### src/rtl/delay_stall_unit.sv
// Stall generator for DELAY: freezes PC/F-D for units*PRESCALE cycles, then releases once.
// Latency: stall is combinational on the detection cycle; done/busy/units_left are registered.
// Backpressure: counting ignores hold; RELEASE waits for hold=0 before returning to IDLE.
module delay_stall_unit #(
    parameter logic [4:0] DELAY_OPCODE = 5'b11111,
    parameter int         ARG_W        = 27,
    parameter int         PRESCALE     = 100000,
    parameter int         MAX_UNITS    = 2**20-1,
    parameter int         UNIT_W       = 20,
    parameter int         PRE_W        = 17
) (
    input  logic              clock,
    input  logic              reset,
    input  logic [31:0]       fd_ir,
    input  logic              fd_valid,
    input  logic              hold,
    input  logic              flush,
    output logic              stall,
    output logic              busy,
    output logic              done,
    output logic [UNIT_W-1:0] units_left
);

    typedef enum logic [1:0] {
        IDLE    = 2'd0,
        COUNT   = 2'd1,
        RELEASE = 2'd2
    } state_t;

    localparam bit               PRE_ONE     = (PRESCALE == 1);
    localparam int               PRE_FIRST_I = (PRESCALE > 1) ? PRESCALE - 2 : 0;
    localparam logic [PRE_W-1:0] PRE_FIRST   = PRE_W'(PRE_FIRST_I);
    localparam logic [PRE_W-1:0] PRE_LAST    = PRE_W'(PRESCALE - 1);
    localparam logic [ARG_W-1:0] MAX_ARG     = ARG_W'(MAX_UNITS);

    state_t            state_q, state_d;
    logic [PRE_W-1:0]  pre_q, pre_d;
    logic [UNIT_W-1:0] units_q, units_d;
    logic              done_d;
    logic              hit;
    logic [ARG_W-1:0]  arg_raw;
    logic [UNIT_W-1:0] arg_units;

    assign arg_raw   = fd_ir[ARG_W-1:0];
    assign arg_units = (arg_raw > MAX_ARG) ? UNIT_W'(MAX_UNITS) : UNIT_W'(arg_raw);
    assign hit       = fd_valid && (fd_ir[31:27] == DELAY_OPCODE) && !flush;

    always_comb begin
        state_d = state_q;
        pre_d   = pre_q;
        units_d = units_q;
        done_d  = 1'b0;
        stall   = 1'b0;
        case (state_q)
            IDLE: begin
                if (hit) begin
                    if (arg_units == '0) begin
                        done_d = 1'b1;
                    end else begin
                        stall = 1'b1;
                        // The detection cycle already consumed one prescale tick.
                        if (PRE_ONE && arg_units == UNIT_W'(1)) begin
                            state_d = RELEASE;
                            units_d = '0;
                            done_d  = 1'b1;
                        end else begin
                            state_d = COUNT;
                            units_d = PRE_ONE ? arg_units - UNIT_W'(1) : arg_units;
                            pre_d   = PRE_FIRST;
                        end
                    end
                end
            end
            COUNT: begin
                stall = !flush;
                if (flush) begin
                    state_d = IDLE;
                    units_d = '0;
                    pre_d   = '0;
                end else if (pre_q == '0) begin
                    if (units_q == UNIT_W'(1)) begin
                        state_d = RELEASE;
                        units_d = '0;
                        done_d  = 1'b1;
                    end else begin
                        units_d = units_q - UNIT_W'(1);
                        pre_d   = PRE_LAST;
                    end
                end else begin
                    pre_d = pre_q - PRE_W'(1);
                end
            end
            RELEASE: begin
                // fd_ir still holds the finished DELAY here; never re-trigger on it.
                if (flush || !hold) begin
                    state_d = IDLE;
                    units_d = '0;
                end
            end
            default: begin
                state_d = IDLE;
                units_d = '0;
                pre_d   = '0;
            end
        endcase
    end

    always_ff @(posedge clock) begin
        if (reset) begin
            state_q <= IDLE;
            pre_q   <= '0;
            units_q <= '0;
            busy    <= 1'b0;
            done    <= 1'b0;
        end else begin
            state_q <= state_d;
            pre_q   <= pre_d;
            units_q <= units_d;
            busy    <= (state_d == COUNT);
            done    <= done_d;
        end
    end

    assign units_left = units_q;

endmodule
### config.mk
export PLATFORM = sky130hd
export DESIGN_NAME = delay_stall_unit
export DESIGN_NICKNAME = d
export VERILOG_FILES = /design/src/rtl/delay_stall_unit.sv
export SDC_FILE = /design/constraint.sdc
export NUM_CORES = 1
export LEC_CHECK = 0
export CORE_ASPECT_RATIO = 1.2
export CORE_MARGIN = 10
export CORE_UTILIZATION = 28
export CTS_BUF_LIST = sky130_fd_sc_hd__clkbuf_8 sky130_fd_sc_hd__clkbuf_16
export DETAILED_ROUTE_END_ITERATION = 12
export PLACE_DENSITY = 0.54
export SETUP_SLACK_MARGIN = 0.05
export SLEW_MARGIN = 20
export SYNTH_ARGS = -nofsm -noshare
export SYNTH_HDL_FRONTEND = slang
export SYNTH_SLANG_ARGS = --single-unit
### constraint.sdc
create_clock -name clock -period 2.5 [get_ports clock]
set_input_delay 0.5 -clock clock [delete_from_list [all_inputs] [get_ports clock]]
set_output_delay 0.5 -clock clock [all_outputs]
set_load 0.005 [all_outputs]
==> After elaboration in Yosys (flattened, before gate mapping) <==
Index checks and enable logic that the tools add are counted.
{ "totals": {"ff_bits": 41, "word_cells": 59, "mem_count": 0, "input_bits": 37, "ramBits": 0, "latch_bits": 0, "output_inout_bits": 23, "mem_bits_ro": 0} }
{ "op_classes": {"magnitude_cmp": 1, "shifts": 0, "muxes": 30, "eq_ne": 10, "multipliers": 0, "reduce_logical": 10, "bitwise": 1, "div": 0, "addsub": 2} }
{ "ops": {"columns": ["op", "n"], "rows": [
  ["$mux W20", 7],
  ["$mux W17", 5],
  ["$pmux W20 S3", 1],
  ["$pmux W17 S3", 1],
  ["$gt A27 B20 Y1 const B", 1],
  ["$eq A20 B1 Y1 const B", 1],
  ["$logic_not A20 Y1", 1],
  ["$sub A20 B1 Y20 const B", 1],
  ["$logic_not A17 Y1", 1],
  ["$sub A17 B1 Y17 const B", 1],
  ["$mux W2", 6],
  ["$reduce_and A4 Y1", 2],
  ["$mux W1", 7],
  ["$ne A2 B2 Y1 const B", 3],
  ["$pmux W2 S3", 1],
  ["$eq A5 B5 Y1 const B", 1],
  ["$eq A2 B1 Y1 const B", 2],
  ["$ne A4 B4 Y1 const B", 1],
  ["$pmux W1 S2", 2],
  ["$ne A3 B3 Y1 const B", 1],
  ["$eq A2 B2 Y1 const B", 1],
  ["$logic_and A1 B1 Y1", 2],
  ["$logic_not A1 Y1", 2],
  ["$logic_not A2 Y1", 1],
  ["2 further kinds", 2]
]} }

==> Depth between registers and ports, before layout <==
{ "logic_depth": {"ltp_word": 7, "depth_mapped": 11} }

==> Least setup slack after synthesis <==
Ideal clock, no wire load.
{ "synth_timing": {"path_kind": "reg2reg", "startpoint": "reg pre_q[0]", "endpoint": "reg units_q[11] (netlist: units_left[11])", "path_buffers": 3, "path_stages_with_launch": 11, "t_arrival_ns": 2.372, "path_slack_ns": 0.011, "synth_period_minus_slack_ns": 2.489, "cell_sequence": "dfxtp_1 -> inv_1 -> ha_1 -> or4b_1 -> buf_2 -> nor4_4 -> nor2_2 -> or3_1 -> buf_6 -> buf_8 -> a32o_2"} }
{ "synth_between": {"elab_chain_cells": 3} }
{ "synth_lines": {"columns": ["element", "line_no", "text"], "rows": [
  ["from (decl)", "37", "logic [PRE_W-1:0] pre_q, pre_d;"],
  ["from (signal assigned)", "117", "pre_q <= pre_d;"],
  ["$logic_not A17 Y1", "80", "end else if (pre_q == '0) begin"],
  ["$ne A3 B3 Y1 (no line)", null, null],
  ["$reduce_and A4 Y1 (no line)", null, null],
  ["to (signal assigned)", "118", "units_q <= units_d;"],
  ["to (decl)", "38", "logic [UNIT_W-1:0] units_q, units_d;"]
]} }
Every way passes these cells.
A chain may end at the register's enable or synchronous reset.

==> Final worst setup path <==
{ "layout_timing": {"startpoint": "in fd_ir[0]", "endpoint": "reg done"} }
{ "layout_between": {"elab_chain_cells": 6} }
{ "layout_lines": {"columns": ["element", "line_no", "text"], "rows": [
  ["from (decl)", "14", "input logic [31:0] fd_ir,"],
  ["$gt A27 B20 Y1", "45", "assign arg_units = (arg_raw > MAX_ARG) ? UNIT_W'(MAX_UNITS) : UNIT_W'(arg_raw);"],
  ["$mux W20 (*)", "45", null],
  ["$logic_not A20 Y1 (*)", "57", "if (arg_units == '0) begin"],
  ["$mux W1 (*)", "57", null],
  ["$mux W1 (*)", "56", "if (hit) begin"],
  ["$pmux W1 S2 (*)", "54", "case (state_q)"],
  ["to (signal assigned)", "120", "done <= done_d;"],
  ["to (decl)", "20", "output logic done,"]
]} }
Mark *: on every way between the ends. The rest lies on a longest branch, timed or not.

==> metrics.md <==
| Metric | Value |
|---|---|
| Core ar. | `0.00899 sq mm` |
| Crit Path Category | `in2reg` |
| Crit path depth | `16` |
| Slowest CP cell | `nor4_1` |
| Detail Route Antenna Nets | `0` |
| Post-Syn Nets | `393` |
| Worst setup SP type | `input pin` |
| Share of cells above drive strength 1 | `26.1%` |
| Hpwl dp | `6750 um` |
| Mean Syn Cell Area | `7.24 sq um` |
| Minimum clock period | `2.52 ns` |
| Buf/Inv on CP | `11` |
| Hold Path Depth | `2` |
| Top cells by instance count after synthesis | `nor2_1, dfxtp_1, a21oi_1, nand2_1, o21ai_0` |
| Number of synthesized flops with an enable pin | `0` |
| Htree depth | `2` |
| Die width | `107 um` |
| Most common cell in the netlist | `nor2_1` |
| Gr ovfl total | `0` |
| R2r startpoint | `pre_q[0]$_SDFFE_PP0P_` |
| Final setup TNS | `-0.0213 ns` |
| First-pass GRT wire length | `15800 um` |
| Number of synthesized register bits | `41` |
| Worst hold path type | `reg2reg` |
| Cell mode on critical path | `buf_4` |
| Slowest Stage Delay on Critical Path | `0.35 ns` |
| Worst skew pair latency | `0.31 ns` |
| CTS tree | `done` |
| DRC marker count from the first detailed-route iteration | `144` |
| Reg2Reg Depth | `10` |
| Post-DR vias/cell | `5.24` |
| GRT Overall Usage | `14.3%` |
| R2R Path End | `units_left[16]$_SDFFE_PP0P_` |
| Initial Utilization | `28.4%` |
| CP Cell Sequence | `dlymetal6s2s_1 -> nor4_1 -> nand4_1 -> nor3_2 -> buf_4 -> buf_4 -> buf_4 -> buf_4 -> buf_4 -> buf_4 -> buf_4 -> buf_4 -> buf_4 -> buf_4 -> nand3_2 -> a211oi_2` |
| Slew margin rel. | `63.7%` |
| Final Util | `44.5%` |
| # DRC | `0` |
| CP max FO | `3` |
| Max-Cap Viols | `0` |
| Fin. max-slew vios | `0` |
| Root buf cell | `clkbuf_8` |
| Run status | `finished with violations` |
| Final period util | `101%` |
| Port bufs | `59` |
| Vias in the first global route | `3138` |
| Mapped Area | `0.00255 sq mm` |
| Sequential share of the synthesized area | `32.1%` |
| Area leader, netlist | `dfxtp_1` |
| Clock Pin Slew Worst Setup and Hold Paths | `0.10 ns` |
| CP required | `2.74 ns` |
| Final setup viols | `2` |
| RSZ-0062 raised after global routing | `true` |
| Nets | `502` |
| Failing checks | `setup timing` |
| Row count | `38` |
| Die H | `125 um` |
| Yosys warning total | `0` |
| Detailed Route WL | `9610 um` |
| Area grow syn2layout | `56.6%` |
| Final GP Congestion | `0.865` |
| Hold Fails Final Rpt | `0` |
| Cell family with most CP delay | `buffers and inverters` |
| Top-area cell type share of the netlist area | `32.1%` |
| Initial antenna violation count | `0` |
| Total number of vias | `3053` |
| Async set or reset register ratio after synthesis | `0%` |
| Clock buffer depth | `2` |
| Hold EP | `units_left[4]$_SDFFE_PP0P_` |
| Top-level I/O count | `60` |
| Slack of the worst reg-to-reg path | `0 ns` |
| Setup crit end kind | `flop` |
| Avg WL per Cell | `16.5 um` |
| Synth Flop Type | `dfxtp_1` |
| Drt pass-1 iters | `4` |
| Antenna Cells | `0` |
| Clk_skew | `0.0211 ns` |
| Largest net degree at the start of global routing | `23` |
| Mapped Cells | `353` |
| CTS buffer count | `5` |
| Worst Tran Pin Value | `0.540 ns` |
| Max Clock Freq | `0.397 GHz` |
| Setup WS post-layout | `-0.0195 ns` |
| Synth cell types | `50` |
| Worst Min Path Start | `units_left[4]$_SDFFE_PP0P_` |
| PD cells | `364 mW/mm^2` |
| Die area | `0.0134 sq mm` |
| Clock Sinks | `41` |
| Pleak | `1.66 nW` |
| Worst EP arrival | `2.76 ns` |
| Main area contributors after synthesis | `dfxtp_1, a21oi_1, nor2_1` |
| Peak supply drop | `0.180 mV` |
-- placed cells by master (no fill, tap or decap), types with 7 or more instances in the layout --
cell type,instances
buf_4,59
dfxtp_1,40
dlymetal6s2s_1,19
inv_1,7
nand2_1,32
o31ai_1,8
nor2_1,44
nor3_1,22
nand2b_1,7
nor4_1,8
o21ai_2,14
o21ai_0,31
clkdlybuf4s50_1,34
a21oi_1,36
-- worst min-delay path: cells and delay by family (launching register included) --
kind	cells	cell delay [ns]
AOI/OAI and AO/OA	2	0.10
DFF	1	0.34
-- kinds of logic after synthesis --
logic type | after synthesis | share of synthesized area (%)
AND/OR/NAND/NOR | 155 | 30.9
AO/OA/AOI/OAI | 117 | 26.8
flip-flops | 41 | 32.1
multiplexers | 2 | 0.784
adder cells (fa/ha/maj) | 3 | 1.47
buffers and inverters | 28 | 5.53
XOR/XNOR | 7 | 2.40
-- per-layer routing --
layer,up-vias,wire length (um),global-route usage [%]
li1,1513,-,-
met1,1466,4080,16.4
met2,63,4940,24.5
met3,11,456,4.19
met4,0,133,4.71
met5,-,0,0
-- where the power goes --
| part | total (W) | switching (W) | internal [W] | leakage (nW) |
|---|---|---|---|---|
| Sequential | 0.000667 | 0.00000782 | 0.000659 | 0.331 |
| Combinational | 0.000223 | 0.000109 | 0.000115 | 1.27 |
| Clock | 0.000564 | 0.000268 | 0.000296 | 0.0595 |
| Total | 0.00145 | 0.000384 | 0.00107 | 1.66 |
-- worst max-delay path by stage --
stage | startpoint | endpoint
2_1_floorplan | pre_q[0]$_SDFFE_PP0P_ | units_left[11]$_SDFFE_PP0P_
3_3_place_gp | fd_ir[7] | stall
3_5_place_dp | fd_ir[7] | stall
4_1_cts | fd_ir[24] | done$_SDFF_PP0_
5_1_grt | fd_ir[0] | done$_SDFF_PP0_
6_report | fd_ir[0] | done$_SDFF_PP0_
-- timing repair --
item / CTS / global route
setup endpoints to repair: 30 / 38
cloned: 1 / 0
hold buffers: 0 / 0
buffers inserted: 13 / 1
resized for setup: 37 / 37
pin swaps: 6 / 14
-- state kept, by name, summed over array words and instances, names as in the netlist --
| register | flops |
|---|---|
| state_q | 2 |
| busy | 1 |
| done | 1 |
| units_left | 20 |
| pre_q | 17 |
-- cell type report --
cell class,count,area (sq um)
fillers,906,4980
multi-input cells,284,1750
repair buffers,122,1140
flip-flops and latches,41,822
well taps,120,150
clock buffers,5,68.8
clock inverters,3,42.5
inverters,8,30.0
-- stage by stage --
step / setup WS (ns) / hold WS, ns / instances / power [W] / instance area (sq um)
detailed placement: -0.498 / 0.493 / 560 / 0.000900 / 3560
global route: -0.133 / 0.515 / 583 / 0.00152 / 4000
CTS: -0.0297 / 0.490 / 582 / 0.00148 / 3900
global placement: -0.528 / 0.486 / 560 / 0.000898 / 3560
finish: -0.0195 / 0.482 / 583 / 0.00145 / 4000
floorplan: 0.0108 / 0.457 / 353 / 0.000777 / 2550
(Power assumes the default switching activity.)
